--- src/rtl/echo_detector.sv ---
// echo_detector: front-end control stage for the ultrasonic detection timer.
// It watches each transmit burst and the received-echo envelope. It pulses
// timerRST at burst launch and raises timerSTOP on the first confirmed echo
// or on timeout. Every output comes straight from a register.
module echo_detector #(
    parameter int DATA_W       = 12,
    parameter int BLANK_CYCLES = 64,
    parameter int CONFIRM_N    = 4,
    parameter int HYST         = 16,
    parameter int MAX_WAIT     = 1023
) (
    input  logic              SYS_CLK,
    input  logic              SYS_RST,
    input  logic              ON,
    input  logic              TX_START,
    input  logic [DATA_W-1:0] ENV_DATA,
    input  logic              ENV_VALID,
    input  logic [DATA_W-1:0] THRESH,
    output logic              timerRST,
    output logic              timerSTOP,
    output logic              ECHO_FOUND,
    output logic              TIMEOUT
);

    localparam int EW = $clog2(MAX_WAIT + 1);

    // Last elapsed value spent in BLANK, and the elapsed value that triggers timeout.
    localparam logic [EW-1:0]     BLANK_LAST   = EW'((BLANK_CYCLES > 0) ? BLANK_CYCLES - 1 : 0);
    localparam logic [EW-1:0]     TMO_LAST     = EW'(MAX_WAIT - 1);
    localparam logic [EW-1:0]     ELAPSED_MAX  = '1;
    localparam logic [3:0]        CONFIRM_LAST = 4'(CONFIRM_N);
    localparam logic [DATA_W-1:0] HYST_W       = DATA_W'(HYST);

    typedef enum logic [2:0] {
        S_IDLE,
        S_BLANK,
        S_LISTEN,
        S_CONFIRM,
        S_DETECTED,
        S_TIMED_OUT
    } state_t;

    state_t              state_reg;
    logic [EW-1:0]       elapsed_reg;
    logic [3:0]          hit_reg;
    logic [DATA_W-1:0]   thr_reg;
    logic [DATA_W-1:0]   thr_lo_reg;
    logic                timer_rst_reg;
    logic                timer_stop_reg;
    logic                echo_found_reg;
    logic                timeout_reg;

    logic                armed;
    logic                above_hi;
    logic                above_lo;
    logic                detect_now;
    logic                timeout_now;
    logic [DATA_W-1:0]   thr_lo_next;

    // Decode this cycle's events: sample comparisons, confirmation and timeout.
    always_comb begin
        armed       = (state_reg == S_BLANK) || (state_reg == S_LISTEN) || (state_reg == S_CONFIRM);
        above_hi    = ENV_VALID && (ENV_DATA > thr_reg);
        above_lo    = ENV_VALID && (ENV_DATA > thr_lo_reg);
        thr_lo_next = (THRESH > HYST_W) ? (THRESH - HYST_W) : '0;
        detect_now  = 1'b0;
        // A single-hit configuration confirms on the very first sample above THR.
        if ((state_reg == S_LISTEN) && above_hi && (CONFIRM_N == 1)) begin
            detect_now = 1'b1;
        end
        if ((state_reg == S_CONFIRM) && above_lo && ((hit_reg + 4'd1) == CONFIRM_LAST)) begin
            detect_now = 1'b1;
        end
        timeout_now = armed && (elapsed_reg == TMO_LAST);
    end

    // Burst FSM and registered outputs. Priority: disable, launch, detect, timeout, progression.
    always_ff @(posedge SYS_CLK or negedge SYS_RST) begin
        if (!SYS_RST) begin
            state_reg      <= S_IDLE;
            elapsed_reg    <= '0;
            hit_reg        <= '0;
            thr_reg        <= '0;
            thr_lo_reg     <= '0;
            timer_rst_reg  <= 1'b0;
            timer_stop_reg <= 1'b1;
            echo_found_reg <= 1'b0;
            timeout_reg    <= 1'b0;
        end else if (!ON) begin
            // Disabled: behave as reset but keep the latched thresholds.
            state_reg      <= S_IDLE;
            elapsed_reg    <= '0;
            hit_reg        <= '0;
            timer_rst_reg  <= 1'b0;
            timer_stop_reg <= 1'b1;
            echo_found_reg <= 1'b0;
            timeout_reg    <= 1'b0;
        end else if (TX_START) begin
            // Launch, or retrigger mid-burst: restart everything for the new burst.
            if (BLANK_CYCLES == 0) begin
                state_reg <= S_LISTEN;
            end else begin
                state_reg <= S_BLANK;
            end
            elapsed_reg    <= '0;
            hit_reg        <= '0;
            thr_reg        <= THRESH;
            thr_lo_reg     <= thr_lo_next;
            timer_rst_reg  <= 1'b1;
            timer_stop_reg <= 1'b0;
            echo_found_reg <= 1'b0;
            timeout_reg    <= 1'b0;
        end else begin
            timer_rst_reg <= 1'b0;
            // The elapsed count saturates rather than wrapping.
            if (armed && (elapsed_reg != ELAPSED_MAX)) begin
                elapsed_reg <= elapsed_reg + EW'(1);
            end
            if (detect_now) begin
                state_reg      <= S_DETECTED;
                timer_stop_reg <= 1'b1;
                echo_found_reg <= 1'b1;
            end else if (timeout_now) begin
                state_reg      <= S_TIMED_OUT;
                timer_stop_reg <= 1'b1;
                timeout_reg    <= 1'b1;
            end else begin
                case (state_reg)
                    S_BLANK: begin
                        if (elapsed_reg == BLANK_LAST) begin
                            state_reg <= S_LISTEN;
                        end
                    end
                    S_LISTEN: begin
                        if (above_hi) begin
                            hit_reg   <= 4'd1;
                            state_reg <= S_CONFIRM;
                        end
                    end
                    S_CONFIRM: begin
                        // Invalid cycles hold; a valid sample at or below THR_LO aborts the run.
                        if (above_lo) begin
                            hit_reg <= hit_reg + 4'd1;
                        end else if (ENV_VALID) begin
                            hit_reg   <= '0;
                            state_reg <= S_LISTEN;
                        end
                    end
                    default: begin
                    end
                endcase
            end
        end
    end

    assign timerRST   = timer_rst_reg;
    assign timerSTOP  = timer_stop_reg;
    assign ECHO_FOUND = echo_found_reg;
    assign TIMEOUT    = timeout_reg;

endmodule

--- config.mk ---
export PLATFORM = sky130hd
export DESIGN_NAME = echo_detector
export DESIGN_NICKNAME = d
export VERILOG_FILES = /design/src/rtl/echo_detector.sv
export SDC_FILE = /design/constraint.sdc
export NUM_CORES = 1
export LEC_CHECK = 0
export CAP_MARGIN = 20
export CORE_AREA = 2 2 72 143
export CTS_CLUSTER_DIAMETER = 30
export DETAILED_ROUTE_END_ITERATION = 12
export DIE_AREA = 0 0 74 145
export PLACE_DENSITY_LB_ADDON = 0.12
export SYNTH_ARGS = -nofsm -noshare
export SYNTH_HDL_FRONTEND = slang
export SYNTH_SLANG_ARGS = --single-unit
--- constraint.sdc ---
create_clock -name SYS_CLK -period 3.55 [get_ports SYS_CLK]
set_input_delay 0.8875 -clock SYS_CLK [delete_from_list [all_inputs] [get_ports SYS_CLK]]
set_output_delay 0.8875 -clock SYS_CLK [all_outputs]
set_load 0.03 [all_outputs]
Word level (Yosys, flattened, before mapping):

Index checks and enable logic that the tools add are counted.

* word-level logic and storage cells: 82
* bits of input ports: 29
* output and inout port bits: 4
* memory bits (writable): 0
* register bits: 45
* ROM bits: 0
* memories kept: 0
* latch bits: 0

* order comparisons: 3
* bitwise logic cells: 0
* add/sub/neg operators: 3
* divide/modulo/power cells: 0
* equal/unequal tests: 21
* shift-type cells: 0
* reduce and logical (&&, ||, !) cells: 12
* mux-type cells: 34
* multiply operators: 0

Operators with widths (number)
* 2-to-1 mux 10 bit: 3
* 2-to-1 mux 4 bit: 7
* greater-than comparator 12 bit: 2
* 2-to-1 mux 3 bit: 8
* != test 6 bit (second input constant): 3
* 2-to-1 mux 1 bit: 13
* greater-than comparator 12 x 5 -> 1 bit (second input constant): 1
* 2-to-1 mux 12 bit: 1
* subtractor 12 x 5 -> 12 bit (second input constant): 1
* adder 10 x 1 -> 10 bit (second input constant): 1
* equality test 10 bit (second input constant): 1
* equality test 10 x 6 -> 1 bit (second input constant): 1
* != test 10 bit (second input constant): 1
* AND reduction 5 bit: 2
* != test 3 x 1 -> 1 bit (second input constant): 3
* one-hot mux 3 bit (3 select lines): 1
* != test 4 x 1 -> 1 bit (second input constant): 2
* one-hot mux 4 bit (2 select lines): 1
* != test 7 x 1 -> 1 bit (second input constant): 1
* equality test 3 x 2 -> 1 bit (second input constant): 2
* logical AND 1 bit: 6
* != test 3 bit (second input constant): 2
* != test 6 x 5 -> 1 bit (second input constant): 1
* != test 5 bit (second input constant): 1
* 6 further kinds: 8

Longest topological paths before layout:

Gate-level depths: netlist of the first run.

* depth after elaboration: 8
* mapped depth: 8
* gate-level depth less buffers: 8

Worst setup path after synthesis of the first run:

OpenSTA, ideal clock, no wires.

* path kind: input to register
* start: in ENV_DATA[7]
* end: reg state_reg[0]
* data arrival time: 2.497 ns
* setup time: 0.080 ns
* slack: 0.973 ns
* data required time: 3.470 ns
* stages on the path: 6
* path buffers: 0
* cells stage by stage: ha_1 > nand4_1 > or4_4 > nand4_4 > or4b_1 > o211ai_2

* longest elaborated chain between the ends: 8
* elaborated cells on any way between the ends: 16
* classes of those cells: order compare (2); eq/ne (5); mux (4); reduce/logical (5)

RTL lines
* from (decl): line 16 `input logic [DATA_W-1:0] ENV_DATA,`
* branches (longest 8 deep; another with greater-than comparator 12 bit)
* to (signal assigned): line 91 `state_reg <= S_IDLE;`
* to (signal assigned): line 101 `state_reg <= S_LISTEN;`
* to (signal assigned): line 120 `state_reg <= S_DETECTED;`
* to (decl): line 43 `state_t state_reg;`

Parallel ways; which one is timed is not known.
A chain may end at the register's enable or synchronous reset.

Final worst setup path of the first run:

* start: in ENV_DATA[5]
* end: reg hit_reg[3]

* longest elaborated chain between the ends: 8
* elaborated cells on any way between the ends: 17
* classes of those cells: order compare (2); eq/ne (3); mux (7); reduce/logical (5)

RTL lines
* greater-than comparator 12 bit: line 64 `above_lo = ENV_VALID && (ENV_DATA > thr_lo_reg);`
* logical AND 1 bit: line 64
* 2-to-1 mux 4 bit: line 142 `if (above_lo) begin`
* one-hot mux 4 bit (2 select lines): line 128 `case (state_reg)`
* 2-to-1 mux 4 bit: line 123 `end else if (timeout_now) begin`
* 2-to-1 mux 4 bit: line 119 `if (detect_now) begin`
* 2-to-1 mux 4 bit: line 98 `end else if (TX_START) begin`
* 2-to-1 mux 4 bit: line 89 `end else if (!ON) begin`
* to (signal assigned): line 143 `hit_reg <= hit_reg + 4'd1;`
* to (decl): line 45 `logic [3:0] hit_reg;`

Parallel ways exist; a longest one is shown, timed or not. The select of a mux whose other input is x is not followed.

==> results.sh, run 1 <==
export IMPL_drive_gt1_frac=0.0778
export IMPL_ir_worst_vdd_mv=0.208
export IMPL_synthTopCellsByArea="dfrtp_1 39%, ha_1 13%, inv_1 4.4%, nand2_1 3.5%, o21ai_0 3.4%"
export IMPL_die_h_um=145
export IMPL_cts_path_max_buffers=2
export IMPL_track_usage=0.147
export IMPL_yosysSeqAreaShare=0.400
export IMPL_slew_violations=0
export IMPL_cts_resized=0
export IMPL_ant_nets=0
export IMPL_syn_avg_cell_area_um2=9.43
export IMPL_start_util=0.293
export IMPL_worst_pin_slew_ns=0.638
export IMPL_dp_cells=457
export IMPL_fin_crit_ns=2.89
export IMPL_fmax_ghz=0.346
export IMPL_wirelength_mm=7.27
export IMPL_reg2reg_from="elapsed_reg[0]"
export IMPL_yosysTopAreaCell="dfrtp_1"
export IMPL_synth_area_um2=2820
export IMPL_slew_headroom=0.574
export IMPL_crit_chain="clkdlybuf4s50_1 -> ha_1 -> nand4_1 -> or4_4 -> and3_1 -> nand4b_1 -> o22ai_1 -> a21o_1"
export IMPL_final_nets=391
export IMPL_startpoint_type="input pin"
export IMPL_overflow=0
export IMPL_synth_main_ff_cell="dfrtp_1"
export IMPL_finalNonFillerCells=466
export IMPL_vias=2275
export IMPL_status="completed"
export IMPL_crit_path_end="hit_reg[3]"
export IMPL_synth_fp_nets=357
export IMPL_path_clk_slew_ns=0.06
export IMPL_grt_max_degree=46
export IMPL_grt_pass1_vias=2397
export IMPL_crit_fanout=4
export IMPL_p_total_w=0.00131
export IMPL_synth_cell_types=55
export IMPL_netlist_instances=299
export IMPL_p_leak_nw=1.50
export IMPL_fin_skew_ns=0.00514
export IMPL_cp_arrival_ns=3.07
export IMPL_cts_root_buf="clkbuf_16"
export IMPL_h_tree_depth=2
export IMPL_antenna_found_initial=0
export IMPL_remaining_drc_errors=0
export IMPL_num_antenna_cells=0
export IMPL_worstSetupPathType="in2reg"
export IMPL_dp_hpwl_mm=5.72
export IMPL_synthArstFlopShare=1.00
export IMPL_ff2ff_setup_slack_ns=1.32
export IMPL_maxCapViolCount=0
export IMPL_area_growth_pct=21.8
export IMPL_crit_start="ENV_DATA[5]"
export IMPL_grt_pass1_wl_mm=11.9
export IMPL_die_area_um2=10700
export IMPL_min_delay_path_class="in2async"
export IMPL_via_per_inst=4.88
export IMPL_cp_depth=8
export IMPL_synth_edff_count=0
export IMPL_first_pass_iters=4
export IMPL_crit_family="simple AND/OR/NAND/NOR gates"
export IMPL_required_ns=3.73
export IMPL_path_buf_inv=1
export IMPL_io_pins=33
export IMPL_gp_congestion=0.808
export IMPL_cts_tree="yes"
export IMPL_rsz0062_at_grt="no"
export IMPL_crit_path_top_delay_cell="or4_4"
export IMPL_finalHoldViolCount=0
export IMPL_synth_ff_latch_count=45
export IMPL_numPortBuffers=32
export IMPL_worstRegToRegCells=7
export IMPL_fp_coreArea_um2=9640
export IMPL_end_kind="flop"
export IMPL_clk_latency_ns=0.29
export IMPL_fin_hold_ws_ns=0.441
export IMPL_post_cts_buffers=0
export IMPL_drt_iter0_drc=102
export IMPL_hold_buffers=0
export IMPL_clkSinkCount=45
export IMPL_synth_top_area_frac=0.391
export IMPL_fin_util=0.356
export IMPL_p_per_area_nw_per_um2=382
export IMPL_r2r_end="elapsed_reg[7]"
export IMPL_num_rows=51
export IMPL_fin_crit_sh=0.814
export IMPL_dieWidth_um=74
export IMPL_cts_buffers=5
export IMPL_synth_warnings=0
export IMPL_setup_viol=0
export IMPL_wl_per_cell_um=15.6
export IMPL_critical_path_max_stage_delay_ns=0.57
export IMPL_tns_ns=0
[metrics by stage]
step | setup slack (ns) | instance area [um^2]
global placement | 0.300 | 3270
CTS | 0.633 | 3410
detailed placement | 0.329 | 3270
floorplan | 0.973 | 2820
finish | 0.662 | 3430
global route | 0.514 | 3430
[kinds of logic after synthesis]
family	synth area share
multiplexers	0.00755
AO/OA/AOI/OAI	0.166
buffers and inverters	0.0626
AND/OR/NAND/NOR	0.189
flip-flops	0.400
adder cells (fa/ha/maj)	0.129
XOR/XNOR	0.0466
[placed cells by master (no fill, tap or decap), types with 2 or more instances in the layout]
| cell type | synthesis | layout |
|---|---|---|
| clkinv_2 | 0 | 2 |
| o21a_1 | 3 | 3 |
| clkdlybuf4s50_1 | 0 | 31 |
| nor4_1 | 5 | 5 |
| dfrtp_1 | 44 | 44 |
| nand2b_1 | 6 | 6 |
| nor3b_1 | 2 | 2 |
| clkbuf_16 | 0 | 5 |
| nor2_1 | 21 | 21 |
| a21oi_1 | 13 | 13 |
| o21ai_0 | 19 | 19 |
| ha_1 | 29 | 29 |
| and4_4 | 2 | 2 |
| o22ai_1 | 9 | 9 |
| buf_4 | 0 | 2 |
| xor2_1 | 7 | 7 |
| and4_1 | 2 | 2 |
| inv_1 | 33 | 33 |
| nand3_2 | 2 | 2 |
| nand3_1 | 2 | 2 |
| nand2_1 | 26 | 26 |
| a211oi_1 | 3 | 3 |
| o211ai_1 | 4 | 4 |
| a21o_1 | 2 | 2 |
| nand4_1 | 8 | 8 |
| a41oi_1 | 2 | 2 |
| and3_1 | 6 | 6 |
| nor2b_1 | 4 | 4 |
| xnor2_1 | 8 | 8 |
| nor3_1 | 3 | 3 |
[where the power goes]
group          internal, W  switching (W)
sequential        0.000553      0.0000145
combinational     0.000127       0.000163
clock             0.000259       0.000196
[per-layer routing]
| layer | up-vias | track usage | wire, um |
|---|---|---|---|
| met5 | - | 0 | 0 |
| met4 | 0 | 0.0600 | 201 |
| met3 | 12 | 0.0257 | 189 |
| met2 | 32 | 0.278 | 4270 |
| met1 | 1099 | 0.148 | 2610 |
| li1 | 1132 | - | - |
[layout make-up]
type	count	area [um^2]
sequential	45	1130
multi-input combinational	210	1520
tap	132	165
fill	981	6200
inverter	36	136
timing repair buffer	35	350
clock buffer	6	129
clock inverter	2	10.0
[worst min path at each step]
stage | from | end | slack [ns] | cells past startpoint
after floorplan | hit_reg[3] | hit_reg[3] | 0.47 | 1
after CTS | ECHO_FOUND | ECHO_FOUND | 0.51 | 1
after global routing | SYS_RST | thr_reg[8] | 0.44 | 1
final | SYS_RST | thr_reg[9] | 0.44 | 1
after global placement | ECHO_FOUND | ECHO_FOUND | 0.48 | 1
after detailed placement | ECHO_FOUND | ECHO_FOUND | 0.49 | 1
[cells in the mapped netlist (3+ instances only)]
library cell  count
nor4_1            5
a211oi_1          3
a21oi_1          13
xnor2_1           8
ha_1             29
o21a_1            3
o21ai_0          19
nor3_1            3
nand2b_1          6
o211ai_1          4
xor2_1            7
o22ai_1           9
and3_1            6
inv_1            33
nand2_1          26
nand4_1           8
clkbuf_1          5
dfrtp_1          44
nor2_1           21
nor2b_1           4
Note: power is estimated with default switching activity, not from simulation.
==> run 2: changes to the inputs <==
Clock period 3.55 ns to 2.4 ns, I/O delays scaled along.
==> results.sh, run 2 (synthesized netlist as in run 1, its figures left out) <==
export IMPL_dp_hpwl_mm=6.23
export IMPL_finalNonFillerCells=507
export IMPL_hold_buffers=0
export IMPL_wl_per_cell_um=15.3
export IMPL_dieWidth_um=74
export IMPL_grt_pass1_wl_mm=12.7
export IMPL_reg2reg_from="thr_reg[9]"
export IMPL_fin_skew_ns=0.00461
export IMPL_die_h_um=145
export IMPL_finalHoldViolCount=0
export IMPL_cp_arrival_ns=2.51
export IMPL_maxCapViolCount=0
export IMPL_gp_congestion=0.816
export IMPL_fin_crit_ns=2.33
export IMPL_antenna_found_initial=0
export IMPL_worst_pin_slew_ns=0.654
export IMPL_clkSinkCount=45
export IMPL_tns_ns=0
export IMPL_path_clk_slew_ns=0.07
export IMPL_first_pass_iters=4
export IMPL_required_ns=2.58
export IMPL_remaining_drc_errors=0
export IMPL_num_rows=51
export IMPL_via_per_inst=4.71
export IMPL_grt_pass1_vias=2594
export IMPL_fin_crit_sh=0.969
export IMPL_postPlaceCellArea_um2=3590
export IMPL_status="completed"
export IMPL_mostFrequentLayoutCell="dfrtp_1"
export IMPL_final_nets=432
export IMPL_drt_iter0_drc=67
export IMPL_overflow=0
export IMPL_io_pins=33
export IMPL_vias=2390
export IMPL_end_kind="flop"
export IMPL_cts_path_max_buffers=2
export IMPL_crit_fanout=3
export IMPL_clk_latency_ns=0.29
export IMPL_track_usage=0.156
export IMPL_h_tree_depth=2
export IMPL_final_cell_mix="44 x dfrtp_1, 43 x buf_4, 32 x inv_1, 26 x nand2_1"
export IMPL_slew_headroom=0.561
export IMPL_final_fill_count=988
export IMPL_start_util=0.293
export IMPL_ant_nets=0
export IMPL_fin_hold_ws_ns=0.307
export IMPL_p_total_w=0.00206
export IMPL_crit_start="ENV_DATA[11]"
export IMPL_final_area_um2=3860
export IMPL_multi_input_area_um2=1650
export IMPL_dp_cells=498
export IMPL_p_per_area_nw_per_um2=533
export IMPL_num_antenna_cells=0
export IMPL_numPortBuffers=32
export IMPL_p_leak_nw=1.70
export IMPL_wirelength_mm=7.76
export IMPL_cts_tree="yes"
export IMPL_fp_coreArea_um2=9640
export IMPL_fmax_ghz=0.430
export IMPL_startpoint_type="input pin"
export IMPL_area_growth_pct=36.9
export IMPL_setup_viol=0
export IMPL_cts_root_buf="clkbuf_16"
export IMPL_worstSetupPathType="in2reg"
export IMPL_min_delay_path_class="in2async"
export IMPL_seq_area_um2=1130
export IMPL_slew_violations=0
export IMPL_die_area_um2=10700
export IMPL_ir_worst_vdd_mv=0.296
export IMPL_drive_gt1_frac=0.213
export IMPL_cts_buffers=5
export IMPL_grt_max_degree=25
## run 2: final timing paths
| path | end | slack (ns) | cells after the start |
|---|---|---|---|
| min | thr_reg[8] | 0.31 | 1 |
| max reg2reg | hit_reg[3] | 0.22 | 10 |
| min in group SYS_CLK | ECHO_FOUND | 0.50 | 1 |
| max in group asynchronous | state_reg[1] | 1.42 | 2 |
| max | hit_reg[3] | 0.07 | 9 |
| min reg2reg | ECHO_FOUND | 0.50 | 1 |
## run 2: layer usage
layer | global-route usage | vias up | wire length (um)
met2 | 0.304 | 36 | 4540
met1 | 0.154 | 1133 | 2830
met3 | 0.0222 | 13 | 183
li1 | - | 1208 | -
met5 | 0 | - | 0
met4 | 0.0627 | 0 | 204
## run 2: layout make-up
type	instances	area share
clock buffers	7	0.0344
well taps	132	0.0428
flip-flops and latches	45	0.292
repair buffers	76	0.166
multi-input cells	210	0.427
clock inverters	1	0.00195
inverters	36	0.0360
## run 2: stage by stage
step,setup WS [ns],utilization
floorplan,0.110,-
global placement,-0.520,0.373
detailed placement,-0.550,0.373
CTS,0.00475,0.396
global route,-0.000292,0.400
finish,0.0746,0.400
## run 2: timing repair
| action | CTS | global route |
|---|---|---|
| pin swaps | 22 | 3 |
| endpoints found under the hold margin | 0 | 0 |
| setup buffers | 1 | 0 |
| resized for setup | 25 | 6 |
| setup endpoints to repair | 8 | 15 |
## run 2: power breakdown
part / switching [W] / internal (W) / total [W] / leakage [nW]
registers: 0.0000228 / 0.000818 / 0.000841 / 0.581
clock network: 0.000290 / 0.000387 / 0.000677 / 0.0641
logic: 0.000277 / 0.000260 / 0.000537 / 1.06
total: 0.000590 / 0.00147 / 0.00206 / 1.70
## run 2: worst max-delay path: stages
cell           delay [ns]
dlygate4sd2_1        0.31
ha_4                 0.30
nand4_1              0.23
mux2i_4              0.29
a221oi_2             0.30
buf_4                0.17
buf_4                0.09
o22ai_1              0.06
a21o_1               0.16
==> run 3: changes to the inputs <==
Settings changed: GPL_ROUTABILITY_DRIVEN set to 0.
==> results of run 3 <==
No change in the layout: final DEF, timing and power equal those of run 2.
